`src/rtl/shift_unit_arbiter_pkg.sv`:
```
// Shared encodings for the shift-unit arbiter: shift op codes and FSM states.
package shift_unit_arbiter_pkg;

    typedef enum logic [1:0] {
        OP_SLL = 2'b00,
        OP_SRL = 2'b01,
        OP_SRA = 2'b10,
        OP_ILL = 2'b11
    } shift_op_t;

    typedef enum logic [1:0] {
        ST_IDLE = 2'b00,
        ST_EXEC = 2'b01,
        ST_DONE = 2'b10
    } arb_state_t;

endpackage

```
`src/rtl/shift_rr_arbiter.sv`:
```
// Round-robin grant: first valid requester at or after ptr, wrapping NREQ-1 -> 0.
module shift_rr_arbiter
    import shift_unit_arbiter_pkg::*;
#(
    parameter int NREQ = 2,
    parameter int IDW  = $clog2(NREQ)
) (
    input  logic [NREQ-1:0] valid,
    input  logic [IDW-1:0]  ptr,
    output logic [NREQ-1:0] grant,
    output logic [IDW-1:0]  idx,
    output logic            any
);

    logic [IDW:0]   sum;
    logic [IDW-1:0] cand;

    always_comb begin
        grant = '0;
        idx   = '0;
        any   = 1'b0;
        sum   = '0;
        cand  = '0;
        for (int i = 0; i < NREQ; i++) begin
            sum = {1'b0, ptr} + (IDW+1)'(i);
            if (sum >= (IDW+1)'(NREQ)) sum = sum - (IDW+1)'(NREQ);
            cand = sum[IDW-1:0];
            if (!any && valid[cand]) begin
                grant[cand] = 1'b1;
                idx         = cand;
                any         = 1'b1;
            end
        end
    end

endmodule

```
`src/rtl/shift_unit_arbiter.sv`:
```
// Shares one left/right shifter pair among NREQ requesters with round-robin grant.
// States:  IDLE | waiting for a request, grant driven combinationally
//          EXEC | one cycle with the selected shifter enabled, result captured at end
//          DONE | result held until the consumer accepts it
module shift_unit_arbiter
    import shift_unit_arbiter_pkg::*;
#(
    parameter int NREQ = 2,
    parameter int IDW  = $clog2(NREQ)
) (
    input  logic              CLK,
    input  logic              RST,
    input  logic [NREQ-1:0]   ReqValid,
    output logic [NREQ-1:0]   ReqReady,
    input  logic [2*NREQ-1:0] ReqOp,
    input  logic [32*NREQ-1:0] ReqA,
    input  logic [5*NREQ-1:0] ReqAmt,
    output logic [31:0]       ShIn1,
    output logic [31:0]       ShIn2,
    output logic              ShLEnable,
    output logic              ShREnable,
    output logic              ShArith,
    input  logic [31:0]       ShLOut,
    input  logic [31:0]       ShROut,
    output logic              RespValid,
    input  logic              RespReady,
    output logic [31:0]       RespData,
    output logic [IDW-1:0]    RespId,
    output logic              RespErr
);

    arb_state_t      state, state_nx;
    shift_op_t       op_q;
    logic [IDW-1:0]  ptr_q, id_q, gnt_idx;
    logic [NREQ-1:0] gnt;
    logic            gnt_any, accept;
    logic [1:0]      sel_op;
    logic [31:0]     sel_a;
    logic [4:0]      sel_amt;

    shift_rr_arbiter #(.NREQ(NREQ), .IDW(IDW)) u_rr (
        .valid (ReqValid),
        .ptr   (ptr_q),
        .grant (gnt),
        .idx   (gnt_idx),
        .any   (gnt_any)
    );

    always_comb begin
        sel_op  = '0;
        sel_a   = '0;
        sel_amt = '0;
        for (int i = 0; i < NREQ; i++) begin
            if (gnt_idx == IDW'(i)) begin
                sel_op  = ReqOp[2*i +: 2];
                sel_a   = ReqA[32*i +: 32];
                sel_amt = ReqAmt[5*i +: 5];
            end
        end
    end

    always_ff @(posedge CLK or posedge RST) begin
        if (RST) state <= ST_IDLE;
        else     state <= state_nx;
    end

    // Grant is suppressed while RST is high so every output reads zero during reset.
    always_comb begin
        state_nx  = state;
        ReqReady  = '0;
        ShLEnable = 1'b0;
        ShREnable = 1'b0;
        ShArith   = 1'b0;
        accept    = 1'b0;
        case (state)
            ST_IDLE: begin
                ReqReady = RST ? '0 : gnt;
                accept   = gnt_any && !RST;
                if (accept) state_nx = ST_EXEC;
            end
            ST_EXEC: begin
                ShLEnable = (op_q == OP_SLL);
                ShREnable = (op_q == OP_SRL) || (op_q == OP_SRA);
                ShArith   = (op_q == OP_SRA);
                state_nx  = ST_DONE;
            end
            ST_DONE: begin
                if (RespReady) state_nx = ST_IDLE;
            end
            default: state_nx = ST_IDLE;
        endcase
    end

    always_ff @(posedge CLK or posedge RST) begin
        if (RST) begin
            op_q      <= OP_SLL;
            ptr_q     <= '0;
            id_q      <= '0;
            ShIn1     <= '0;
            ShIn2     <= '0;
            RespValid <= 1'b0;
            RespData  <= '0;
            RespId    <= '0;
            RespErr   <= 1'b0;
        end else begin
            if (accept) begin
                op_q  <= shift_op_t'(sel_op);
                ShIn1 <= sel_a;
                ShIn2 <= {27'b0, sel_amt};
                id_q  <= gnt_idx;
                if (gnt_idx == IDW'(NREQ-1)) ptr_q <= '0;
                else                         ptr_q <= gnt_idx + 1'b1;
            end
            if (state == ST_EXEC) begin
                RespValid <= 1'b1;
                RespErr   <= (op_q == OP_ILL);
                RespId    <= id_q;
                case (op_q)
                    OP_SLL:         RespData <= ShLOut;
                    OP_SRL, OP_SRA: RespData <= ShROut;
                    default:        RespData <= '0;
                endcase
            end
            if (state == ST_DONE && RespReady) RespValid <= 1'b0;
        end
    end

endmodule

```
`config.mk`:
```
export PLATFORM = sky130hd
export DESIGN_NAME = shift_unit_arbiter
export DESIGN_NICKNAME = d
export VERILOG_FILES = /design/src/rtl/shift_unit_arbiter_pkg.sv /design/src/rtl/shift_rr_arbiter.sv /design/src/rtl/shift_unit_arbiter.sv
export SDC_FILE = /design/constraint.sdc
export NUM_CORES = 1
export LEC_CHECK = 0
export BUFFER_PORTS_ARGS = -buffer_cell sky130_fd_sc_hd__buf_2
export CORE_ASPECT_RATIO = 1.1
export CORE_UTILIZATION = 44
export CTS_BUF_LIST = sky130_fd_sc_hd__clkbuf_8
export DETAILED_ROUTE_END_ITERATION = 10
export PLACE_DENSITY = 0.89
export SKIP_LAST_GASP = 1
export SLEW_MARGIN = 0
export SYNTH_ARGS = -nofsm -noshare
export SYNTH_HDL_FRONTEND = slang
export SYNTH_SLANG_ARGS = --single-unit
```
`constraint.sdc`:
```
create_clock -name CLK -period 3.1 [get_ports CLK]
set_clock_uncertainty 0.1 [all_clocks]
set_input_delay 0.465 -clock CLK [delete_from_list [all_inputs] [get_ports CLK]]
set_output_delay 0.465 -clock CLK [all_outputs]
set_load 0.01 [all_outputs]
```
==> out/qor.csv <==
stage;metric;value;unit
outcome;status;complete, no violations;
critical_path;cp.arrival;1810;ps
routing;postRouteAntennaNets;0;
synth;yosys.cell_types.count;26;
global_routing;grt_pass1_vias;3562;
clock_network;htree_levels;3;
critical_path;r2r-start;state[1];
critical_path;crit_slowest_cell;ha_1;
routing;vias;3767;
clock_network;holdBufCountCts;0;
critical_path;path_class;reg -> out;
synth;yosysSeqAreaShare;48.61;%
placed_design;place_ws;947.1;ps
sta;worst_pin_slew;1095;ps
floorplanning;start_util;45.25;%
routing;finalWirelength;11460;µm
sta;hold_viol;0;
sta;relSlewSlack;26.74;%
routing;drt_iter0_markers;142;
critical_path;r2r_cells;4;
critical_path;rrSetupSlack;1060;ps
routing;routed_via_density;5.261;
clock_network;cts.sinks;78;
clock_network;ctsResizeCount;0;
global_routing;grt_pass1_wl;17400;µm
clock_network;cts_made_buffers;9;
pwr;power_density;900.8;nW/µm²
global_routing;grt-ovfl-total;0;
final_layout;fin_nets;745;
critical_path;r2r-end;ShIn1[26];
floorplanning;die_area;9512;µm²
final_layout;final_layout_size_suffix_gt1_share;48.75;%
pwr;worst_ir_drop_vdd;0.0004587;V
job;drv_cap;0;
critical_path;endpoint;ShREnable;
clock_network;clock_latency;330;ps
synth;synth-seq-cells;78;
synth;avgSynthCellArea;10.30;µm²
synth;synth_warnings;0;
floorplanning;chipHeight;102.2;µm
pwr;p_leak;2.776;nW
critical_path;path_cells;inv_1 -> ha_1 -> and2_1 -> buf_2;
synth;synth_top_area_cell;dfrtp_1;
synth;synthTopCellsByArea;dfrtp_1 (49%), nor3_2 (10%), a221o_1 (9.2%);
routing;wl_per_cell;16.01;µm
sta;setup_viol;0;
sta;grt_setup_unrepaired;no;
critical_path;crit_path_start;op_q[1];
clock_network;clk_pin_slew;80;ps
worst_hold_path;hold_class;in -> async;
clock_network;cts.path.max_buffers;2;
placed_design;hpwl;8368;µm
floorplanning;die_x;93.08;µm
clock_network;cts-root-buf;clkbuf_8;
floorplanning;rows;36;
global_routing;antenna_found_initial;4;
floorplanning;ioPinCount;251;
floorplanning;core;8874;µm²
synth;synth_top_area_share;48.61;%
clock_network;post-cts-setup-buffer-count;0;
placed_design;gp_congestion;0.8223;
sta;min_period_over_period;76.58;%
sta;drv_slew;0;
critical_path;slowest_delay;660;ps
routing;first_pass_iters;4;
sta;worst_slack;726.0;ps
synth;syn_area;4015;µm²
routing;drc;0;
critical_path;end_kind;output port;
clock_network;cts_tree;built;
placed_design;io_buffers;223;
global_routing;grt_max_degree;43;
critical_path;crit_required;2530;ps
sta;setup_tns;0;ps
sta;fin_crit;2374;ps
global_routing;grtUsageTotal;23.85;%
synth;syn_inst;390;
final_layout;syn2layout_area_growth;32.44;%
critical_path;start_kind;register;
sta;clock.fmax;0.4212;GHz
critical_path;cp_max_fo;18;
==> state kept, by name (all words and copies together), names as in the netlist <==
register,count
RespErr,1
ptr_q,1
ShIn1,32
ShIn2,5
id_q,1
op_q,2
RespId,1
state,2
RespValid,1
RespData,32
==> cells by family (layout without fill, tap and decap cells) <==
logic type | count (synthesis) | in the layout | share of synthesized area [%]
AO/OA/AOI/OAI | 109 | 109 | 20.66
buffers and inverters | 71 | 254 | 10.50
other | 1 | 30 | 0.09340
flip-flops | 78 | 78 | 48.61
AND/OR/NAND/NOR | 127 | 127 | 18.88
adder cells (fa/ha/maj) | 4 | 4 | 1.247
==> cell usage in the layout (no fill, tap or decap), drive strengths merged, types with 7 or more instances in the layout <==
cell | Yosys | routed
buf | 45 | 232
dfrtp | 78 | 78
nand2 | 76 | 76
nor3 | 40 | 40
a221o | 39 | 39
o21ai | 35 | 35
a22oi | 32 | 32
conb | 1 | 27
clkbuf | 20 | 11
inv | 6 | 7
==> final cells by class <==
cell class	count	area (µm²)
fillers	770	3556
inverters	6	23.77
diodes	3	7.507
flip-flops and latches	78	1952
clock buffers	11	151.4
clock inverters	5	97.59
well taps	114	142.6
multi-input cells	267	1759
repair buffers	232	1184
==> Yosys cell counts, drive strengths merged <==
cell,n
nor3b,1
inv,6
conb,1
nor2b,1
nor3,40
a21oi,1
o21ai,35
and3,1
and2b,1
nand2,76
or3,1
and2,3
or2b,1
clkbuf,20
buf,45
a21o,1
o22a,1
a22oi,32
a221o,39
nand2b,2
ha,4
dfrtp,78
==> worst min path at each step <==
stage / slack [ps] / to / cells past startpoint
final: 130 / state[1] / 2
after global placement: 360 / RespData[22] / 2
after floorplan: 370 / ptr_q / 1
after CTS: 130 / op_q[0] / 2
after global routing: 170 / RespData[15] / 2
after detailed placement: 360 / RespErr / 2
==> where the power goes <==
| part | internal, mW | switching, mW |
|---|---|---|
| sequential | 1.50 | 0.285 |
| combinational | 0.894 | 1.18 |
| clock | 0.574 | 0.354 |
| total | 2.97 | 1.82 |
==> metal layers <==
metal | share of wire [%] | up-vias | wire [µm] | global-route usage [%]
met2 | 51 | 182 | 5853 | 40.95
met1 | 40 | 1802 | 4537 | 28.48
met5 | 0.15 | - | 17 | 0
met3 | 6.8 | 24 | 774 | 5.134
li1 | - | 1757 | - | -
met4 | 2.4 | 2 | 277 | 11.83
==> metrics by stage <==
step | util, % | total power [mW] | instances | area (µm²) | hold WS, ps
floorplan | - | 3.073 | 416 | 4113 | 372.5
global placement | 57.04 | 3.767 | 697 | 5061 | 357.4
detailed placement | 57.04 | 3.885 | 697 | 5061 | 361.5
CTS | 59.84 | 4.817 | 713 | 5310 | 126.4
global route | 59.90 | 5.107 | 715 | 5315 | 169.7
finish | 59.93 | 4.790 | 716 | 5318 | 125.9
==> worst max-delay path, delay by kind of cell (launching register included) <==
kind,cells,cell delay [ps]
fa+ha+maj,1,660
flops,1,430
buf+inv,2,180
simple gates,1,200
Power figures use the tool's default switching activity.
